## config.mk

```make
export PLATFORM = sky130hd
export DESIGN_NAME = tmds_decoder
export DESIGN_NICKNAME = d
export VERILOG_FILES = /design/src/rtl/tmds_decoder.sv
export SDC_FILE = /design/constraint.sdc
export NUM_CORES = 1
export LEC_CHECK = 0
export BUFFER_PORTS_ARGS = -buffer_cell sky130_fd_sc_hd__clkbuf_2
export CORE_UTILIZATION = 28
export CTS_BUF_LIST = sky130_fd_sc_hd__clkbuf_8
export CTS_CLUSTER_SIZE = 30
export DETAILED_ROUTE_END_ITERATION = 6
export GPL_TIMING_DRIVEN = 0
export SLEW_MARGIN = 20
export SYNTH_ARGS = -nofsm -noshare
export SYNTH_HDL_FRONTEND = slang
export SYNTH_SLANG_ARGS = --single-unit
```

## constraint.sdc

```tcl
create_clock -name clk_pix -period 1.95 [get_ports clk_pix]
set_input_delay 0.39 -clock clk_pix [delete_from_list [all_inputs] [get_ports clk_pix]]
set_output_delay 0.39 -clock clk_pix [all_outputs]
set_load 0.005 [all_outputs]
```

## src/rtl/tmds_decoder.sv

```systemverilog
// TMDS receive decoder for one DVI channel.
// Registers the deserialized symbol, decodes it to pixel data or control
// bits, and runs word alignment. Alignment looks for runs of control tokens
// and asks the deserializer to slip one bit when no run is found in time.
module tmds_decoder #(
    parameter int unsigned LOCK_TOKENS    = 16,
    parameter int unsigned SEARCH_TIMEOUT = 8192,
    parameter int unsigned SLIP_WAIT      = 16
) (
    input  logic       clk_pix,
    input  logic       rst_pix,
    input  logic [9:0] sym_in,
    output logic       de,
    output logic [7:0] data,
    output logic [1:0] ctrl,
    output logic       locked,
    output logic       bitslip
);

    localparam int unsigned TW = (SEARCH_TIMEOUT > 1) ? $clog2(SEARCH_TIMEOUT) : 1;
    localparam int unsigned SW = $clog2(SLIP_WAIT + 1);

    localparam logic [TW-1:0] TIMER_LAST = TW'(SEARCH_TIMEOUT - 1);
    localparam logic [SW-1:0] SLIP_LAST  = SW'(SLIP_WAIT - 1);
    localparam logic [7:0]    RUN_FULL   = 8'(LOCK_TOKENS);
    localparam logic [7:0]    RUN_LAST   = 8'(LOCK_TOKENS - 1);

    typedef enum logic [1:0] {
        SEARCH = 2'd0,
        SLIP   = 2'd1,
        LOCKED = 2'd2
    } state_t;

    state_t        state;
    logic [9:0]    sym_q;
    logic [TW-1:0] timer;
    logic [SW-1:0] slip_cnt;
    logic [7:0]    run_cnt;

    logic          is_token;
    logic [1:0]    tok_ctrl;
    logic [7:0]    d_prime;
    logic [7:0]    dec;
    logic          run_hit;
    logic [7:0]    run_inc;

    // Stage 1: capture the incoming symbol.
    always_ff @(posedge clk_pix or posedge rst_pix) begin
        if (rst_pix) begin
            sym_q <= '0;
        end else begin
            sym_q <= sym_in;
        end
    end

    // Token recognition on the stage-1 symbol (exact match only).
    always_comb begin
        is_token = 1'b1;
        tok_ctrl = 2'b00;
        case (sym_q)
            10'b1101010100: tok_ctrl = 2'b00;
            10'b0010101011: tok_ctrl = 2'b01;
            10'b0101010100: tok_ctrl = 2'b10;
            10'b1010101011: tok_ctrl = 2'b11;
            default:        is_token = 1'b0;
        endcase
    end

    // Data decode: undo optional inversion, then undo XOR/XNOR chaining.
    always_comb begin
        d_prime = sym_q[9] ? ~sym_q[7:0] : sym_q[7:0];
        dec     = '0;
        dec[0]  = d_prime[0];
        for (int unsigned i = 1; i < 8; i++) begin
            dec[i] = sym_q[8] ? (d_prime[i] ^ d_prime[i-1])
                              : ~(d_prime[i] ^ d_prime[i-1]);
        end
    end

    // Run bookkeeping: a hit is the run rising to its saturated length, so a
    // run that keeps going past LOCK_TOKENS produces only one hit.
    always_comb begin
        run_hit = is_token && (run_cnt == RUN_LAST);
        if (!is_token) begin
            run_inc = '0;
        end else if (run_cnt == RUN_FULL) begin
            run_inc = run_cnt;
        end else begin
            run_inc = run_cnt + 8'd1;
        end
    end

    // Stage 2: register decoded outputs; hold values when not applicable.
    always_ff @(posedge clk_pix or posedge rst_pix) begin
        if (rst_pix) begin
            de   <= 1'b0;
            data <= '0;
            ctrl <= '0;
        end else if (state == LOCKED) begin
            if (is_token) begin
                de   <= 1'b0;
                ctrl <= tok_ctrl;
            end else begin
                de   <= 1'b1;
                data <= dec;
            end
        end else begin
            de <= 1'b0;
        end
    end

    // Alignment FSM with registered locked/bitslip outputs.
    always_ff @(posedge clk_pix or posedge rst_pix) begin
        if (rst_pix) begin
            state    <= SEARCH;
            timer    <= '0;
            slip_cnt <= '0;
            run_cnt  <= '0;
            locked   <= 1'b0;
            bitslip  <= 1'b0;
        end else begin
            bitslip <= 1'b0;
            case (state)
                SEARCH: begin
                    run_cnt <= run_inc;
                    if (run_hit) begin
                        state  <= LOCKED;
                        locked <= 1'b1;
                        timer  <= '0;
                    end else if (timer == TIMER_LAST) begin
                        state    <= SLIP;
                        bitslip  <= 1'b1;
                        timer    <= '0;
                        slip_cnt <= '0;
                        run_cnt  <= '0;
                    end else begin
                        timer <= timer + TW'(1);
                    end
                end
                SLIP: begin
                    run_cnt <= '0;
                    if (slip_cnt == SLIP_LAST) begin
                        state    <= SEARCH;
                        timer    <= '0;
                        slip_cnt <= '0;
                    end else begin
                        slip_cnt <= slip_cnt + SW'(1);
                    end
                end
                LOCKED: begin
                    run_cnt <= run_inc;
                    if (run_hit) begin
                        timer <= '0;
                    end else if (timer == TIMER_LAST) begin
                        state   <= SEARCH;
                        locked  <= 1'b0;
                        timer   <= '0;
                        run_cnt <= '0;
                    end else begin
                        timer <= timer + TW'(1);
                    end
                end
                default: begin
                    state  <= SEARCH;
                    locked <= 1'b0;
                end
            endcase
        end
    end

endmodule

```

; Word level (Yosys, flattened, before mapping)
; Cells that the tools add are included.
[totals]
out_inout_bits = 13
elab_cells = 97
reg_bits = 51
[classes]
n_mux = 38
n_reduce_logical = 12
eq_ne = 17
bitwise = 17
add_sub_neg = 3
[op_table]
columns = op, n
row1 = two-way mux 8 bit, 5
row2 = two-way mux 13 bit, 3
row3 = one-hot mux 13 bit (2 select lines), 1
row4 = == test 10 bit (second input constant), 2
row5 = two-way mux 1 bit, 16
row6 = one-hot mux 8 bit (2 select lines), 1
row7 = two-way mux 5 bit, 3
row8 = adder 13 x 1 -> 13 bit (second input constant), 1
row9 = == test 13 bit (second input constant), 1
row10 = one-hot mux 2 bit (3 select lines), 2
row11 = == test 10 x 8 -> 1 bit (second input constant), 1
row12 = == test 10 x 9 -> 1 bit (second input constant), 1
row13 = two-way mux 2 bit, 5
row14 = inequality test 2 bit (second input constant), 5
row15 = one-hot mux 5 bit (2 select lines), 1
row16 = NOT 1 bit, 9
row17 = adder 8 x 1 -> 8 bit (second input constant), 1
row18 = == test 8 x 4 -> 1 bit (second input constant), 1
row19 = == test 8 x 5 -> 1 bit (second input constant), 1
row20 = NOT 8 bit, 1
row21 = AND reduction 4 bit, 2
row22 = XOR 1 bit, 7
row23 = AND reduction 2 bit, 3
row24 = adder 5 x 1 -> 5 bit (second input constant), 1
row25 = 12 further kinds, 13

; Logic depth before layout (Yosys ltp)
[logic_depth]
depth_word = 7
depth_mapped = 7
ltp_nobuf = 6

; Worst setup path before layout
; OpenSTA, ideal clock, no wires.
[synth_path]
path_type = reg2reg
startpoint = reg timer[0]
endpoint = reg run_cnt[4]
t_arrival_ns = 1.914
setup_slack_ns = -0.090
period_less_slack_ns = 2.040
setup_ns = 0.126
path_stages_with_launch = 7
path_cell_list = dfrtp_1 -> ha_1 -> nand3_1 -> nor4_1 -> a221oi_4 -> and3_1 -> a221o_1
[synth_via]
elab_chain_len = 4
[synth_lines]
columns = element, line
row1 = "start, declared", 36  ; logic [TW-1:0] timer;
row2 = "start signal, assigned", 137  ; timer <= timer + TW'(1);
row3 = "start signal, assigned", 160  ; timer <= timer + TW'(1);
row4 = == test 13 bit, "130, 154"
row5 = two-way mux 8 bit, "130, 154"
row6 = two-way mux 8 bit, 152  ; if (run_hit) begin
row7 = one-hot mux 8 bit (2 select lines), 123  ; case (state)
row8 = "end signal, assigned", 125  ; run_cnt <= run_inc;
row9 = "end signal, assigned", 151  ; run_cnt <= run_inc;
row10 = "end, declared", 38  ; logic [7:0] run_cnt;
; Every way passes these cells.
; A chain may end at the register's enable or synchronous reset.

; Final worst setup path
[layout_path]
startpoint = reg run_cnt[5]
endpoint = reg run_cnt[3]
[layout_via]
elab_chain_len = 6
word_cells_on_any_way = 8
classes_between = eq/ne (2) / mux (5) / reduce/logical (1)
[layout_lines]
columns = element, line
row1 = == test 8 x 5 -> 1 bit, 86  ; end else if (run_cnt == RUN_FULL) begin
row2 = two-way mux 8 bit, 86
row3 = two-way mux 8 bit, 84  ; if (!is_token) begin
row4 = two-way mux 8 bit, "130, 154"
row5 = two-way mux 8 bit (*), 152
row6 = one-hot mux 8 bit (2 select lines) (*), 123
; Every way passes the cells marked *; elsewhere a longest branch is shown, timed or not.

==> run_results.csv <==
group,metric,value,unit
final_layout,area_growth,27.8,%
drt,routedWlPerCell,13.7,um
yosys,netlist_area,2480,um^2
place,place.gp.congestion,0.815,
clocking,cts_tree,"done",
place,port_buffers,24,
yosys,syn_nets,255,
place,dp_slack,-0.282,ns
die,die_w,96.1,um
setup_path,required,2.20,ns
power_and_ir_drop,vdd_drop_max,0.000272,V
drt,wirelength,5350,um
final_layout,post-route-util,0.378,
sta,worstMarginPinSlew,0.678,ns
drt,first_pass_iters,4,
setup_path,worst-r2r-setup-slack,-0.11,ns
setup_path,worstPathMaxFanout,4,
yosys,ys_ff_latch,51,
setup_path,r2r_start,"run_cnt[5]",
grt,grt_pass1_vias,1792,
die,die_area,9230,um^2
clocking,h-tree-depth,2,
yosys,postSynthAreaPerCell,10.5,um^2
die,die_y,96.1,um
yosys,synthCells,237,
setup_path,timing.rr.end,"run_cnt[3]",
yosys,synth_edf_count,0,
job,cap_violations,0,
sta,slew_viol_final,0,
sta,slew_headroom,0.544,
outcome,violations,"setup timing",
drt,vias,1993,
final_layout,fillerInstances,824,
final_layout,nNetsFinal,301,
yosys,ys.flop_type,"dfrtp_1",
yosys,synth_cell_type_count,44,
sta,skew,0.0134,ns
clocking,insertion_delay,0.31,ns
drt,postRouteAntennaNets,0,
clocking,cts_buffers,5,
sta,finalSetupTns,-0.410,ns
die,start_util,0.296,
yosys,async_flop_share,1.00,
yosys,ys_warn_count,0,
clocking,cts_hold_buf,0,
sta,rsz0062_at_grt,"yes",
final_layout,final_cells,389,
sta,worst_slack,-0.110,ns
clocking,clk_pin_slew_worst_paths,0.10,ns
sta,min_period,2.06,ns
setup_path,cp-end-kind,"register",
sta,hold_viol,0,
grt,grt_overflow,0,
clocking,cts_root_buffer,"clkbuf_8",
grt,antenna_found_initial,0,
final_layout,drive_gt1_frac,0.320,
sta,setup_viol,9,
drt,viasPerCell,5.12,
setup_path,crit_arrival,2.31,ns
clocking,cts_buffer_depth,2,
power_and_ir_drop,powerDensity,603,nW/um^2
die,rows,33,
die,core-area,8380,um^2
outcome,status,"complete, but fails checks",
setup_path,critPathKind,"register to register",
place,dp_cells,367,
sta,post-route-period-util,1.06,
drt,dr.first_iter.drc_count,104,
grt,grt_pass1_wl,8530,um
final_layout,antenna_cells,0,
clocking,cts_sinks,51,
place,dp_hpwl,3670,um
power_and_ir_drop,p_leak,1.39,nW
worst_hold_path,hold_class,"input pin to async pin",
grt,grt_max_degree,29,
setup_path,rr_worst_depth,5,
yosys,ys_seq_area_frac,0.515,
sta,fmax,485,MHz
drt,drc,0,
grt,globalRouteTotalUtil,0.120,
die,io_pins,25,
setup_path,crit_path_start_kind,"register",
## worst max path at each step
stage                             to  cells past startpoint       start  slack [ns]
after CTS                 run_cnt[2]                      5  run_cnt[7]       -0.07
after global placement    run_cnt[3]                      2     rst_pix       -0.36
after floorplan           run_cnt[3]                      5  run_cnt[5]       0.007
final                     run_cnt[3]                      5  run_cnt[5]       -0.11
after detailed placement     data[4]                      5    sym_q[5]       -0.28
after global routing      run_cnt[2]                      5  run_cnt[7]       -0.17
## area by class of cell
class                   count  area, um^2  share of cell area
well taps                 105         131              0.0415
multi-input cells         169        1300               0.410
repair buffers             39         260              0.0822
plain buffers               5        40.0              0.0126
clock buffers               5        68.8              0.0217
clock inverters             3        43.8              0.0138
inverters                  12        45.0              0.0142
flip-flops and latches     51        1280               0.404
## metrics by stage
| step | hold WS [ns] | area (um^2) | power (mW) |
|---|---|---|---|
| 6_report | 0.149 | 3170 | 1.91 |
| 5_1_grt | 0.164 | 3170 | 1.99 |
| 4_1_cts | 0.173 | 2990 | 1.93 |
| 3_5_place_dp | 0.496 | 2760 | 1.18 |
| 3_3_place_gp | 0.490 | 2740 | 1.17 |
| 2_1_floorplan | 0.421 | 2480 | 1.15 |
## synth_stat cells (2+ instances only)
master	number	area, um^2
dfrtp_1	51	1280
or3_1	8	50.1
clkbuf_1	4	15.0
nor3_1	2	10.0
nor2_1	10	37.5
ha_1	6	75.1
xnor2_1	9	78.8
mux2_2	8	90.1
a31oi_1	13	81.3
o21ai_0	18	90.1
a221o_1	3	30.0
nand4_1	5	31.3
nand3_1	19	95.1
o31ai_1	2	15.0
nand2_1	21	78.8
nand2b_1	2	12.5
and4bb_2	2	25.0
xor2_1	7	61.3
inv_1	11	41.3
nor4_1	3	18.8
mux2i_1	2	20.0
a21oi_1	9	45.0
## layer usage
| layer | track usage | vias to the layer above | share of wire |
|---|---|---|---|
| li1 | - | 956 | - |
| met1 | 0.160 | 997 | 0.48 |
| met2 | 0.193 | 33 | 0.47 |
| met3 | 0.0237 | 7 | 0.031 |
| met4 | 0.0460 | 0 | 0.015 |
| met5 | 0 | - | 0 |
## power breakdown
| part | total, mW | internal (mW) | switching [mW] |
|---|---|---|---|
| Combinational | 0.0817 | 0.0392 | 0.0425 |
| Clock | 0.749 | 0.383 | 0.366 |
| Sequential | 1.08 | 1.07 | 0.0111 |
## cell families after synthesis
group	Yosys count	share of synthesized area
buffers and inverters	17	0.0288
DFF	51	0.515
muxes	10	0.0444
xor gates and xnor gates	16	0.0565
AOI/OAI and AO/OA	56	0.150
adders and majority gates	6	0.0303
and+or+nand+nor	81	0.175
## flip-flops by register name (all words and copies together), names as in the netlist
signal    cells
sym_q        10
run_cnt       8
state         2
ctrl          2
bitslip       1
timer        13
locked        1
data          8
slip_cnt      5
de            1
## cells in the final DEF, fill, tap and decap left out, drive strengths merged, types with 3 or more instances in the layout
cell type / instances
ha: 6
nor2: 10
xor2: 7
nand4: 5
nor4: 3
xnor2: 9
o21ai: 19
dfrtp: 51
a31oi: 13
a221o: 3
clkbuf: 33
clkinv: 3
nand3: 19
or3: 9
inv: 11
mux2: 8
a21oi: 9
buf: 16
nand2: 21
## worst max-delay path: stages, from the launching register on
cell     delay (ns)
dfrtp_1        0.40
or3_4          0.39
or3_4          0.38
a221o_1        0.40
or3_1          0.36
nand3_1        0.07
## timing repair
item / in CTS / in global routing
pin swaps: 8 / 12
resized for setup: 14 / 26
endpoints found under the setup margin: 30 / 30
setup buffers: 6 / 8
Power figures use the tool's default switching activity.
